===== src/rtl/icache_direct_if.sv =====
// Fetch-side and memory-side signal bundle for the direct-mapped instruction cache.
// The slave modport is the cache view; the master modport is the fetch/memory view.
interface icache_direct_if #(
    parameter int ADDR_WIDTH = 32
);
    // fetch unit <-> cache
    logic                  if2cache_en;
    logic [ADDR_WIDTH-1:0] if2cache_pc;
    logic                  cache2if_rdy;
    logic [31:0]           cache2if_inst;
    logic                  cache_busy;

    // cache <-> memory controller
    logic                  cache2mem_upd_en;
    logic [ADDR_WIDTH-1:0] cache2mem_PC;
    logic                  mem_busy;
    logic                  mem_rdy;
    logic [31:0]           mem2if_inst_out;

    modport slave (
        input  if2cache_en,
        input  if2cache_pc,
        output cache2if_rdy,
        output cache2if_inst,
        output cache_busy,
        output cache2mem_upd_en,
        output cache2mem_PC,
        input  mem_busy,
        input  mem_rdy,
        input  mem2if_inst_out
    );

    modport master (
        output if2cache_en,
        output if2cache_pc,
        input  cache2if_rdy,
        input  cache2if_inst,
        input  cache_busy,
        input  cache2mem_upd_en,
        input  cache2mem_PC,
        output mem_busy,
        output mem_rdy,
        output mem2if_inst_out
    );
endinterface


===== src/rtl/icache_direct.sv =====
// Direct-mapped instruction cache, one 32-bit word per line.
// Hits answer one cycle after the request; misses issue a single-word fill to
// the memory controller and answer on the fill completion edge. A flush cancels
// the pending answer but never aborts a fill already issued.
module icache_direct #(
    parameter int ADDR_WIDTH  = 32,
    parameter int INDEX_WIDTH = 4,
    parameter int TAG_WIDTH   = ADDR_WIDTH - INDEX_WIDTH - 2
) (
    input  logic             clk,
    input  logic             rst_in,
    input  logic             rdy_in,
    input  logic             flush,
    icache_direct_if.slave   bus
);
    localparam int LINES = 1 << INDEX_WIDTH;

    typedef enum logic {
        IDLE,
        FILL
    } state_t;

    state_t state, state_next;

    // storage
    logic [LINES-1:0]     valid;
    logic [TAG_WIDTH-1:0] tag_arr  [LINES];
    logic [31:0]          data_arr [LINES];

    // registered outputs and fill bookkeeping
    logic                  rdy_q,     rdy_d;
    logic [31:0]           inst_q,    inst_d;
    logic                  upd_en_q,  upd_en_d;
    logic [ADDR_WIDTH-3:0] fill_pc_q, fill_pc_d;
    logic                  seen_busy, seen_busy_d;
    logic                  drop,      drop_d;
    logic                  fill_we;

    // request address decode
    logic [INDEX_WIDTH-1:0] req_idx;
    logic [TAG_WIDTH-1:0]   req_tag;
    logic                   req_hit;
    logic                   pc_lsb_unused;

    // fill address decode (word address held for the whole fill)
    logic [INDEX_WIDTH-1:0] fill_idx;
    logic [TAG_WIDTH-1:0]   fill_tag;
    logic                   fill_done;

    assign req_idx       = bus.if2cache_pc[INDEX_WIDTH+1:2];
    assign req_tag       = bus.if2cache_pc[ADDR_WIDTH-1:INDEX_WIDTH+2];
    assign req_hit       = valid[req_idx] && (tag_arr[req_idx] == req_tag);
    assign pc_lsb_unused = ^bus.if2cache_pc[1:0];

    assign fill_idx  = fill_pc_q[INDEX_WIDTH-1:0];
    assign fill_tag  = fill_pc_q[ADDR_WIDTH-3:INDEX_WIDTH];
    // mem_rdy idles high after reset, so it only counts once memory has shown busy
    assign fill_done = (seen_busy || bus.mem_busy) && bus.mem_rdy;

    assign bus.cache2if_rdy     = rdy_q;
    assign bus.cache2if_inst    = inst_q;
    assign bus.cache_busy       = (state != IDLE);
    assign bus.cache2mem_upd_en = upd_en_q;
    assign bus.cache2mem_PC     = {fill_pc_q, 2'b00};

    // next-state and next-output logic
    always_comb begin
        state_next  = state;
        rdy_d       = 1'b0;
        inst_d      = inst_q;
        upd_en_d    = upd_en_q;
        fill_pc_d   = fill_pc_q;
        seen_busy_d = seen_busy;
        drop_d      = drop;
        fill_we     = 1'b0;

        unique case (state)
            IDLE: begin
                if (bus.if2cache_en && !flush) begin
                    if (req_hit) begin
                        rdy_d  = 1'b1;
                        inst_d = data_arr[req_idx];
                    end else begin
                        fill_pc_d   = bus.if2cache_pc[ADDR_WIDTH-1:2];
                        upd_en_d    = 1'b1;
                        seen_busy_d = 1'b0;
                        drop_d      = 1'b0;
                        state_next  = FILL;
                    end
                end
            end
            FILL: begin
                if (bus.mem_busy) begin
                    seen_busy_d = 1'b1;
                end
                if (flush) begin
                    drop_d = 1'b1;
                end
                if (fill_done) begin
                    fill_we    = 1'b1;
                    upd_en_d   = 1'b0;
                    state_next = IDLE;
                    if (!drop && !flush) begin
                        rdy_d  = 1'b1;
                        inst_d = bus.mem2if_inst_out;
                    end
                end
            end
            default: state_next = IDLE;
        endcase
    end

    // state register; everything holds while rdy_in is low
    always_ff @(posedge clk) begin
        if (rst_in) begin
            state <= IDLE;
        end else if (rdy_in) begin
            state <= state_next;
        end
    end

    // output and fill-tracking registers
    always_ff @(posedge clk) begin
        if (rst_in) begin
            rdy_q     <= 1'b0;
            inst_q    <= '0;
            upd_en_q  <= 1'b0;
            fill_pc_q <= '0;
            seen_busy <= 1'b0;
            drop      <= 1'b0;
        end else if (rdy_in) begin
            rdy_q     <= rdy_d;
            inst_q    <= inst_d;
            upd_en_q  <= upd_en_d;
            fill_pc_q <= fill_pc_d;
            seen_busy <= seen_busy_d;
            drop      <= drop_d;
        end
    end

    // valid bits; reset invalidates every line and discards any fill in flight
    always_ff @(posedge clk) begin
        if (rst_in) begin
            valid <= '0;
        end else if (rdy_in && fill_we) begin
            valid[fill_idx] <= 1'b1;
        end
    end

    // data and tag arrays; contents are meaningless until the valid bit is set
    always_ff @(posedge clk) begin
        if (!rst_in && rdy_in && fill_we) begin
            data_arr[fill_idx] <= bus.mem2if_inst_out;
            tag_arr[fill_idx]  <= fill_tag;
        end
    end
endmodule


===== src/flat_wrapper.sv =====
// flat-port wrapper written by rule: the top's interface ports become plain ports
module icache_direct_flat 
#(
    parameter int ADDR_WIDTH  = 32,
    parameter int INDEX_WIDTH = 4,
    parameter int TAG_WIDTH   = ADDR_WIDTH - INDEX_WIDTH - 2
)
  (clk, rst_in, rdy_in, flush, bus_if2cache_en, bus_if2cache_pc, bus_cache2if_rdy, bus_cache2if_inst, bus_cache_busy, bus_cache2mem_upd_en, bus_cache2mem_PC, bus_mem_busy, bus_mem_rdy, bus_mem2if_inst_out);
  icache_direct_if #(.ADDR_WIDTH(ADDR_WIDTH)) bus_i ();
  input  logic clk;
  input  logic rst_in;
  input  logic rdy_in;
  input  logic flush;
  input wire logic [$bits(bus_i.if2cache_en)-1:0] bus_if2cache_en;
  input wire logic [$bits(bus_i.if2cache_pc)-1:0] bus_if2cache_pc;
  output wire logic [$bits(bus_i.cache2if_rdy)-1:0] bus_cache2if_rdy;
  output wire logic [$bits(bus_i.cache2if_inst)-1:0] bus_cache2if_inst;
  output wire logic [$bits(bus_i.cache_busy)-1:0] bus_cache_busy;
  output wire logic [$bits(bus_i.cache2mem_upd_en)-1:0] bus_cache2mem_upd_en;
  output wire logic [$bits(bus_i.cache2mem_PC)-1:0] bus_cache2mem_PC;
  input wire logic [$bits(bus_i.mem_busy)-1:0] bus_mem_busy;
  input wire logic [$bits(bus_i.mem_rdy)-1:0] bus_mem_rdy;
  input wire logic [$bits(bus_i.mem2if_inst_out)-1:0] bus_mem2if_inst_out;
  assign bus_i.if2cache_en = bus_if2cache_en;
  assign bus_i.if2cache_pc = bus_if2cache_pc;
  assign bus_cache2if_rdy = bus_i.cache2if_rdy;
  assign bus_cache2if_inst = bus_i.cache2if_inst;
  assign bus_cache_busy = bus_i.cache_busy;
  assign bus_cache2mem_upd_en = bus_i.cache2mem_upd_en;
  assign bus_cache2mem_PC = bus_i.cache2mem_PC;
  assign bus_i.mem_busy = bus_mem_busy;
  assign bus_i.mem_rdy = bus_mem_rdy;
  assign bus_i.mem2if_inst_out = bus_mem2if_inst_out;
  icache_direct #(.ADDR_WIDTH(ADDR_WIDTH), .INDEX_WIDTH(INDEX_WIDTH), .TAG_WIDTH(TAG_WIDTH)) u_core (.clk(clk), .rst_in(rst_in), .rdy_in(rdy_in), .flush(flush), .bus(bus_i));
endmodule

===== config.mk =====
export PLATFORM = sky130hd
export DESIGN_NAME = icache_direct_flat
export DESIGN_NICKNAME = d
export VERILOG_FILES = /design/src/rtl/icache_direct_if.sv /design/src/rtl/icache_direct.sv /design/src/flat_wrapper.sv
export SDC_FILE = /design/constraint.sdc
export NUM_CORES = 1
export LEC_CHECK = 0
export BUFFER_PORTS_ARGS = -buffer_cell sky130_fd_sc_hd__buf_2
export CELL_PAD_IN_SITES_DETAIL_PLACEMENT = 1
export CELL_PAD_IN_SITES_GLOBAL_PLACEMENT = 1
export CORE_MARGIN = 3
export CORE_UTILIZATION = 59
export CTS_CLUSTER_DIAMETER = 30
export DETAILED_ROUTE_END_ITERATION = 7
export PLACE_DENSITY = 0.83
export SYNTH_ARGS = -nofsm -noshare
export SYNTH_HDL_FRONTEND = slang
export SYNTH_SLANG_ARGS = --single-unit

===== constraint.sdc =====
create_clock -name clk -period 17.1 [get_ports clk]
set_clock_uncertainty 0.05 [all_clocks]
set_input_delay 0.855 -clock clk [delete_from_list [all_inputs] [get_ports clk]]
set_output_delay 0.855 -clock clk [all_outputs]
set_load 0.005 [all_outputs]

# Word level (Yosys, flattened, before mapping)
# Memory sizes are Yosys's and may differ from the RTL's.
# Cells that the tools add are included.
# op_classes
mux,32
n_reduce_logical,17
bitwise_logic,3
n_lt_le_gt_ge,3
eq_ne,8
# ops
cell,n
$mux W32,4
$pmux W32 S2,1
$eq A26 B26 Y1,1
$mux W1,20
$or A16 B16 Y16,1
$reduce_and A4 Y1,4
$lt A4 B5 Y1 const B,2
$ne A2 B2 Y1 const B,5
$pmux W1 S2,5
$logic_and A1 B1 Y1,8
$reduce_and A5 Y1,1
$bmux W1 S4,1
$demux W1 S4,1
$ge A4 B1 Y1 const B,1
$ne A2 B1 Y1 const B,2
$logic_not A1 Y1,3
$not A1 Y1,2
$logic_or A1 B1 Y1,1
# totals
ff_bits,83
mem_bits_rw,928
inputBits,71
mem_count,2
output_inout_bits,67
# memory_table
memory,depth,width,rd,rd_ports_with_merged_regs,wr,line,text
u_core.data_arr,16,32,1,0,1,icache_direct.sv:28,logic [31:0] data_arr [LINES];
u_core.tag_arr,16,26,1,0,1,icache_direct.sv:27,logic [TAG_WIDTH-1:0] tag_arr [LINES];

# Depth between registers and ports, before layout
# Gate-level depths: netlist of run 1.
# logic_depth
ltp_word,7
depth_mapped,15

# Worst setup path before layout of run 1
# OpenSTA, ideal clock, no wires.
# synth_path
path_kind,input port to flip-flop
from,in rst_in
to,"mem u_core.data_arr[0][0], enable pin"
t_arrival_ns,5.742
setup_slack_ns,10.748
path_stages,3
n_path_buf,1
setup_time_ns,0.560
t_required_ns,16.490
cell_sequence,clkbuf_1 nor4_1 nor3b_1
# synth_between
elab_chain_cells,5
# synth_rtl
item,line,text
start: declaration,flat_wrapper.sv:11,input logic rst_in;
$logic_not A1 Y1,icache_direct.sv:152,if (!rst_in && rdy_in && fill_we) begin
$logic_and A1 B1 Y1 (2 in series),icache_direct.sv:152,
$mux W1,icache_direct.sv:152,
$mux W1 (implied by the code),icache_direct.sv:153,data_arr[fill_idx] <= bus.mem2if_inst_out;
end: declaration,icache_direct.sv:28,
# No other way between the ends.

# Worst setup path after layout of run 1
# layout_path
from,in bus_if2cache_pc[3]
to,reg u_core.inst_q[31] (netlist: u_core.bus.cache2if_inst[31])
# layout_between
elab_chain_cells,5
elab_cells_between_ends,11
cone_classes,2 x eq/ne; 5 x mux; 2 x reduce/logical; 2 x memory
# layout_rtl
item,line,text
start: declaration,flat_wrapper.sv:15,input wire logic [$bits(bus_i.if2cache_pc)-1:0] bus_if2cache_pc;
$mem_v2 Z16 W26 / $bmux W1 S4 (equally long branches),--,
$eq A26 B26 Y1 / $mux W1 (equally long branches),icache_direct.sv:52,assign req_hit = valid[req_idx] && (tag_arr[req_idx] == req_tag);
$logic_and A1 B1 Y1,icache_direct.sv:52,
$ne A2 B1 Y1 (no source line),--,
$reduce_and A5 Y1 (no source line),--,
end signal: assignment,icache_direct.sv:133,inst_q <= inst_d;
end: declaration,icache_direct.sv:32,"logic [31:0] inst_q, inst_d;"
# Several ways; a longest one is shown, not always the timed one. The select of a mux whose other input is x is not followed.
# A chain may end at the register's enable or synchronous reset.

==> out/qor.txt, run 1 <==
FF+latch area: 29500 um^2
fin util: 71.9%
Main synth FF type: edfxtp_1
Worst-Skew Late Latency: 0.75 ns
Mean Syn Cell Area: 22.0 um^2
Mapped Area: 39000 um^2
Peak Freq: 181 MHz
IO Pins: 138
Slew Limit Headroom: 12.3%
post-route antenna net violation count: 0
cell taking the most area after synthesis: edfxtp_1
layout cells sized above 1: 34.4%
CTS Sinks: 1011
Tmin final: 5.52 ns
critical path launch point type: input pin
area grow syn2layout: 19.8%
FP Rows: 93
worst min path class: in2reg
H-tree Lvls: 4
cts hold-fix bufs: 0
vias in the first global route: 22700
CP endpoint kind: register
DP Worst Slack: 11.09 ns
DR vias: 20800
Design Area, Final: 46700 um^2
area post-placement: 40600 um^2
area of the multi-input gates: 9010 um^2
RSZ-0062 raised after global routing: false
Synth async-reset ratio: 0%
vias per std cell: 6.89
fin crit share: 32.3%
gr ovfl total: 0
DRC: 0
clk slew on worst S/H paths: 0.06 ns
number of synthesized flops with an enable pin: 928
# Max-Cap Violations: 0
largest net degree at the start of global routing: 101
initial antenna violation count: 7
DP Wirelength: 50.2 mm
TritonCTS clock tree: built
first-pass GRT wire length: 165 mm
Die Y-Extent: 263 um
# Post-CTS Setup Buffers: 0
maximum fanout along the worst path: 65
Seq/Total Area, Yosys: 75.8%
Cells after Synth: 1773
crit path DAT: 6.10 ns
Final GP Congestion: 0.729
Ys Warns: 0
DRT Pass-1 Iters: 5
Post-CTS Resized: 0
Clock Path Buffers: 3
Setup Crit Path Kind: in2reg
final-report max-slew violation count: 0
starting density of the core: 60.0%
P per Cell Area: 140 nW/um^2
Root Driver: clkbuf_16
# port buffers: 133
number of synthesized register bits: 1011
Wirelength per Cell: 37.5 um
CTS buffer count: 170
maximum vdd ir drop: 0.170 mV
P_leak: 15.4 nW
most frequent cells in the layout: edfxtp_1 (928), mux4_2 (266), clkbuf_16 (179)
1st-iter DRT viols: 2420
Die Span X: 263 um
GRT Resource Usage Total: 33.6%
Area contributors post-synth: edfxtp_1 (72%), mux4_2 (15%), dfxtp_1 (4.3%), mux2i_1 (2.8%), o211ai_1 (0.62%)
Nets: 2092
WP data required: 17.68 ns
core area: 64900 um^2
Synth top area share: 71.5%
slew at the pin closest to its max-slew limit: 1.31 ns
die footprint: 69100 um^2
Hold Fails Final Rpt: 0
final number of setup-violating endpoints: 0
most common cell after layout, fill and taps aside: edfxtp_1
outcome: completed
PnR worst setup slack: 11.58 ns
Layout fillers: 4859
setup TNS: 0 ns
post-synthesis cell type count: 52
Routed WL: 113 mm
## logic make-up (layout without fill, tap and decap cells)
family / after synthesis / in the layout / synth area share (%)
DFF: 1011 / 1011 / 75.8
other: 1 / 5 / 0.00963
xor gates and xnor gates: 38 / 38 / 0.854
and+or+nand+nor: 160 / 160 / 2.05
AOI/OAI and AO/OA: 84 / 84 / 1.62
buffers and inverters: 100 / 492 / 1.37
muxes: 379 / 379 / 18.3
## worst max-delay path, cell delays in order
cell	delay, ns
clkbuf_8	0.54
buf_4	0.94
mux4_2	0.62
mux2i_1	0.19
xnor2_1	0.09
nor3_1	0.45
nand2_1	0.15
a221o_1	0.48
or4_1	0.61
and2_2	0.23
buf_4	0.36
a211oi_1	0.39
## area by class of cell
| class | count | area share (%) |
|---|---|---|
| Clock buffer | 218 | 10.2 |
| Tap cell | 855 | 2.29 |
| Clock inverter | 99 | 2.78 |
| Sequential cell | 1011 | 63.3 |
| Multi-Input combinational cell | 663 | 19.3 |
| Inverter | 3 | 0.0268 |
| Timing Repair Buffer | 172 | 2.13 |
| Antenna cell | 3 | 0.0161 |
## flip-flops by register name, summed over array words and instances (netlist names)
register                     count
u_core.bus.cache2mem_upd_en      1
u_core.fill_pc_q                30
u_core.bus.cache2if_inst        32
u_core.data_arr                512
u_core.bus.cache2if_rdy          1
u_core.bus.cache_busy            1
u_core.tag_arr                 416
u_core.drop                      1
u_core.seen_busy                 1
u_core.valid                    16
## path summary, 6_finish.rpt
path | from | endpoint | slack, ns | cells after the start
setup reg to reg | u_core.tag_arr[5][24] | u_core.bus.cache2if_inst[31] | 12.94 | 10
setup / recovery | bus_if2cache_pc[3] | u_core.bus.cache2if_inst[31] | 11.58 | 12
hold / removal | bus_if2cache_pc[21] | u_core.fill_pc_q[19] | 0.39 | 3
hold reg to reg | u_core.bus.cache2if_inst[14] | u_core.bus.cache2if_inst[14] | 0.41 | 2
## through the flow
step                total power, mW  hold slack [ns]  instances
floorplan                      2.88            0.371       1774
global placement               2.95            0.378       2704
detailed placement             2.96            0.391       2704
CTS                            6.56            0.339       3021
global route                   6.69            0.391       3023
finish                         6.53            0.390       3024
## synth_stat cells, types with 6 or more instances
cell type,instances
mux2i_1,109
clkbuf_1,39
mux4_2,266
a21oi_1,8
nand2_1,44
nor2b_1,8
nand2b_1,38
o21ai_0,6
buf_4,10
buf_1,7
nor3_1,6
buf_6,9
xor2_1,15
nor2_1,43
xnor2_1,23
edfxtp_1,928
o211ai_1,32
dfxtp_1,83
a21o_1,16
buf_2,31
## metal layers
| layer | global-route usage (%) | vias to the layer above | wire [um] | part of all wire [%] |
|---|---|---|---|---|
| li1 | - | 7967 | - | - |
| met1 | 43.1 | 11100 | 40400 | 36 |
| met2 | 56.4 | 1472 | 58600 | 52 |
| met3 | 8.04 | 276 | 10400 | 9.2 |
| met4 | 13.3 | 10 | 3950 | 3.5 |
| met5 | 0 | - | 60 | 0.053 |
## where the power goes
group	switching, mW	internal (mW)
logic	0.123	0.0871
clock network	1.24	2.36
registers	0.0118	2.70
(Power assumes the default switching activity.)
==> run 2, diff against run 1 <==
CORE_UTILIZATION = 55   (was 59)
PLACE_DENSITY = 0.78   (was 0.83)
clock period = 5.1 ns   (was 17.1 ns; I/O delays follow)
==> run 2 against run 1 <==
  * Sequential share of layout area fell by 1.2 points
  * Cell area increased by 2.0%
  * Wire length is 5.2% lower
  * Sequential power rose to 3.4 times the previous value
  * Non-clock buffer count is 80 higher
  * First-iteration DRC count grew 2.1%
  * Combinational power grew to 3.6 times the previous value
  * Setup slack worse by 11 ns
  * Worst hold slack worse by 0.17 ns
==> out/qor.txt, run 2 (synthesis gave the netlist of run 1 again) <==
Largest stage delay, worst path: 0.55 ns (was 0.94 ns)
critical path's most frequent cell: mux2i_1 (was buf_4)
initial antenna violation count: 1 (was 7)
clk slew on worst S/H paths: 0.06 ns (about the same)
DRT Pass-1 Iters: 5 (unchanged)
IO Pins: 138 (unchanged)
fin crit share: 78.9%
most common cell after layout, fill and taps aside: edfxtp_1 (unchanged)
met1 wire length: 39.6 mm (was 40.4 mm)
Design Area, Final: 47600 um^2 (was 46700 um^2)
Pwr Total: 21.6 mW (was 6.53 mW)
P_leak: 15.7 nW (was 15.4 nW)
TritonCTS clock tree: built (unchanged)
highest metal used: met5 (unchanged)
first-pass GRT wire length: 158 mm (was 165 mm)
starting density of the core: 56.1% (was 60.0%)
post-route antenna net violation count: 0 (unchanged)
Slew Limit Headroom: 36.1% (was 12.3%)
largest net degree at the start of global routing: 71 (was 101)
critical path launch point type: register (was input pin)
# Post-CTS Setup Buffers: 0 (unchanged)
sequential power share: 42.1% (was 41.5%)
Pint: 16.8 mW (was 5.15 mW)
Most flops, register: u_core.data_arr (unchanged)
CTS buffer count: 171 (was 170)
Final GP Congestion: 0.715 (was 0.729)
Placed Cells incl. Taps: 2795 (was 2704)
GRT Resource Usage Total: 29.9% (was 33.6%)
met3 wire len: 9.07 mm (was 10.4 mm)
Setup Crit Path Kind: reg2reg (was in2reg)
vias in the first global route: 22200 (was 22700)
vias per std cell: 6.40 (was 6.89)
Hold Worst Slack: 0.217 ns (was 0.390 ns)
Die Span X: 272 um (was 263 um)
maximum vdd ir drop: 0.338 mV (was 0.170 mV)
met2 WL post-DR: 56.1 mm (was 58.6 mm)
# port buffers: 133 (unchanged)
setup TNS: 0 ns (unchanged)
Layout fillers: 5459 (was 4859)
layout cells sized above 1: 34.3% (was 34.4%)
final-report max-slew violation count: 0 (unchanged)
Root Driver: clkbuf_16 (unchanged)
FP Rows: 96 (was 93)
worst min path class: in2reg (unchanged)
WP data required: 5.65 ns (was 17.68 ns)
Clock Path Buffers: 3 (unchanged)
PnR worst setup slack: 1.08 ns (was 11.58 ns)
die footprint: 74100 um^2 (was 69100 um^2)
H-tree Lvls: 4 (unchanged)
Worst-Skew Late Latency: 0.73 ns (was 0.75 ns)
DRC: 0 (unchanged)
outcome: completed (unchanged)
area grow syn2layout: 22.2% (was 19.8%)
final number of setup-violating endpoints: 0 (unchanged)
Worst Path Buf+Inv: 2 (was 3)
DR vias: 20400 (was 20800)
Largest register FFs: 512 (unchanged)
Tmin final: 4.02 ns
gr ovfl total: 0 (unchanged)
CP endpoint kind: register (unchanged)
P per Cell Area: 453 nW/um^2 (was 140 nW/um^2)
Clk pwr share: 54.5% (was 55.3%)
Comb pwr share: 3.5% (was 3.2%)
slew at the pin closest to its max-slew limit: 0.958 ns (was 1.31 ns)
Nets: 2173 (was 2092)
maximum fanout along the worst path: 31 (was 65)
crit path DAT: 4.57 ns (was 6.10 ns)
Post-CTS Resized: 0 (unchanged)
fin util: 68.6% (was 71.9%)
Switching Power: 4.75 mW (was 1.38 mW)
1st-iter DRT viols: 2472 (was 2420)
RSZ-0062 raised after global routing: false (unchanged)
ant diodes: 0 (was 3)
DP Worst Slack: 0.660 ns (was 11.09 ns)
Peak Freq: 249 MHz
cts hold-fix bufs: 65 (was 0)
Hold Fails Final Rpt: 0 (unchanged)
CP Cell Sequence: mux4_2 -> mux2i_1 -> xnor2_1 -> nor3_1 -> nand2_1 -> a221o_1 -> o31ai_4 -> buf_12 -> mux2i_1 -> nor2_1 -> dlygate4sd3_1 (was clkbuf_8 -> buf_4 -> mux4_2 -> mux2i_1 -> xnor2_1 -> nor3_1 -> nand2_1 -> a221o_1 -> or4_1 -> and2_2 -> buf_4 -> a211oi_1)
# Max-Cap Violations: 0 (unchanged)
CTS Sinks: 1011 (unchanged)
Largest delay share family, worst path: multiplexers (was buffers and inverters)
Cell Count, Final, Fillers Out: 3184 (was 3024)
Sw Ratio: 22.0% (was 21.1%)
core area: 69400 um^2 (was 64900 um^2)
Slowest-stage cell, CP: dlygate4sd3_1 (was buf_4)
Wirelength per Cell: 33.8 um (was 37.5 um)
Routed WL: 107 mm (was 113 mm)
most frequent cells in the layout: edfxtp_1 (928), mux4_2 (266), clkbuf_16 (176) (was edfxtp_1 (928), mux4_2 (266), clkbuf_16 (179))
Die Y-Extent: 272 um (was 263 um)
area post-placement: 41000 um^2 (was 40600 um^2)
DP Wirelength: 50.6 mm (was 50.2 mm)
==> run 2: changes by cell type in the layout (fill, tap and decap cells not counted), sizes merged <==
| cell | change |
|---|---|
| dlygate4sd3 | +65 |
| clkinvlp | +6 |
| inv | +21 |
| clkinv | +8 |
| buf | +15 |
| diode | -3 |
| clkbuf | -22 |
| bufinv | -6 |
==> run 2: area by class of cell <==
cell class | count | area (um^2) | share of cell area, %
clock buffer | 196 | 4500 | 9.45
clock inverter | 128 | 1460 | 3.06
inverter | 3 | 12.5 | 0.0263
multi-input combinational | 663 | 9030 | 19.0
sequential | 1011 | 29500 | 62.0
tap | 931 | 1160 | 2.45
timing repair buffer | 252 | 1920 | 4.04
==> run 2: power by group through the flow <==
stage	clock, mW	sequential, mW	combinational [mW]
6_report	11.8	9.08	0.752
5_1_grt	12.3	9.08	0.799
4_1_cts	11.9	9.08	0.753
3_5_place_dp	0	9.24	0.689
3_3_place_gp	0	9.23	0.665
2_1_floorplan	0	9.23	0.441
==> run 2: metal layers <==
layer  global-route usage [%]  vias to the layer above
met3                     6.51                      217
met5                        0                        -
met4                     9.29                        2
met2                     51.2                     1200
li1                         -                     8121
met1                     38.6                    10800
==> run 2: path summary, 6_finish.rpt <==
| path | startpoint | end | slack [ns] | cells after the start |
|---|---|---|---|---|
| worst max register to register | u_core.tag_arr[8][17] | u_core.fill_pc_q[23] | 1.08 | 11 |
| worst min register to register | u_core.bus.cache2if_inst[13] | u_core.bus.cache2if_inst[13] | 0.41 | 2 |
| worst min-delay path | bus_if2cache_pc[5] | u_core.fill_pc_q[3] | 0.22 | 4 |
| worst max-delay path | u_core.tag_arr[8][17] | u_core.fill_pc_q[23] | 1.08 | 11 |
==> run 2: worst min-delay path, stage by stage <==
cell     delay [ns]
buf_2          0.15
buf_4          0.27
mux2i_1        0.19
nor2_1         0.06
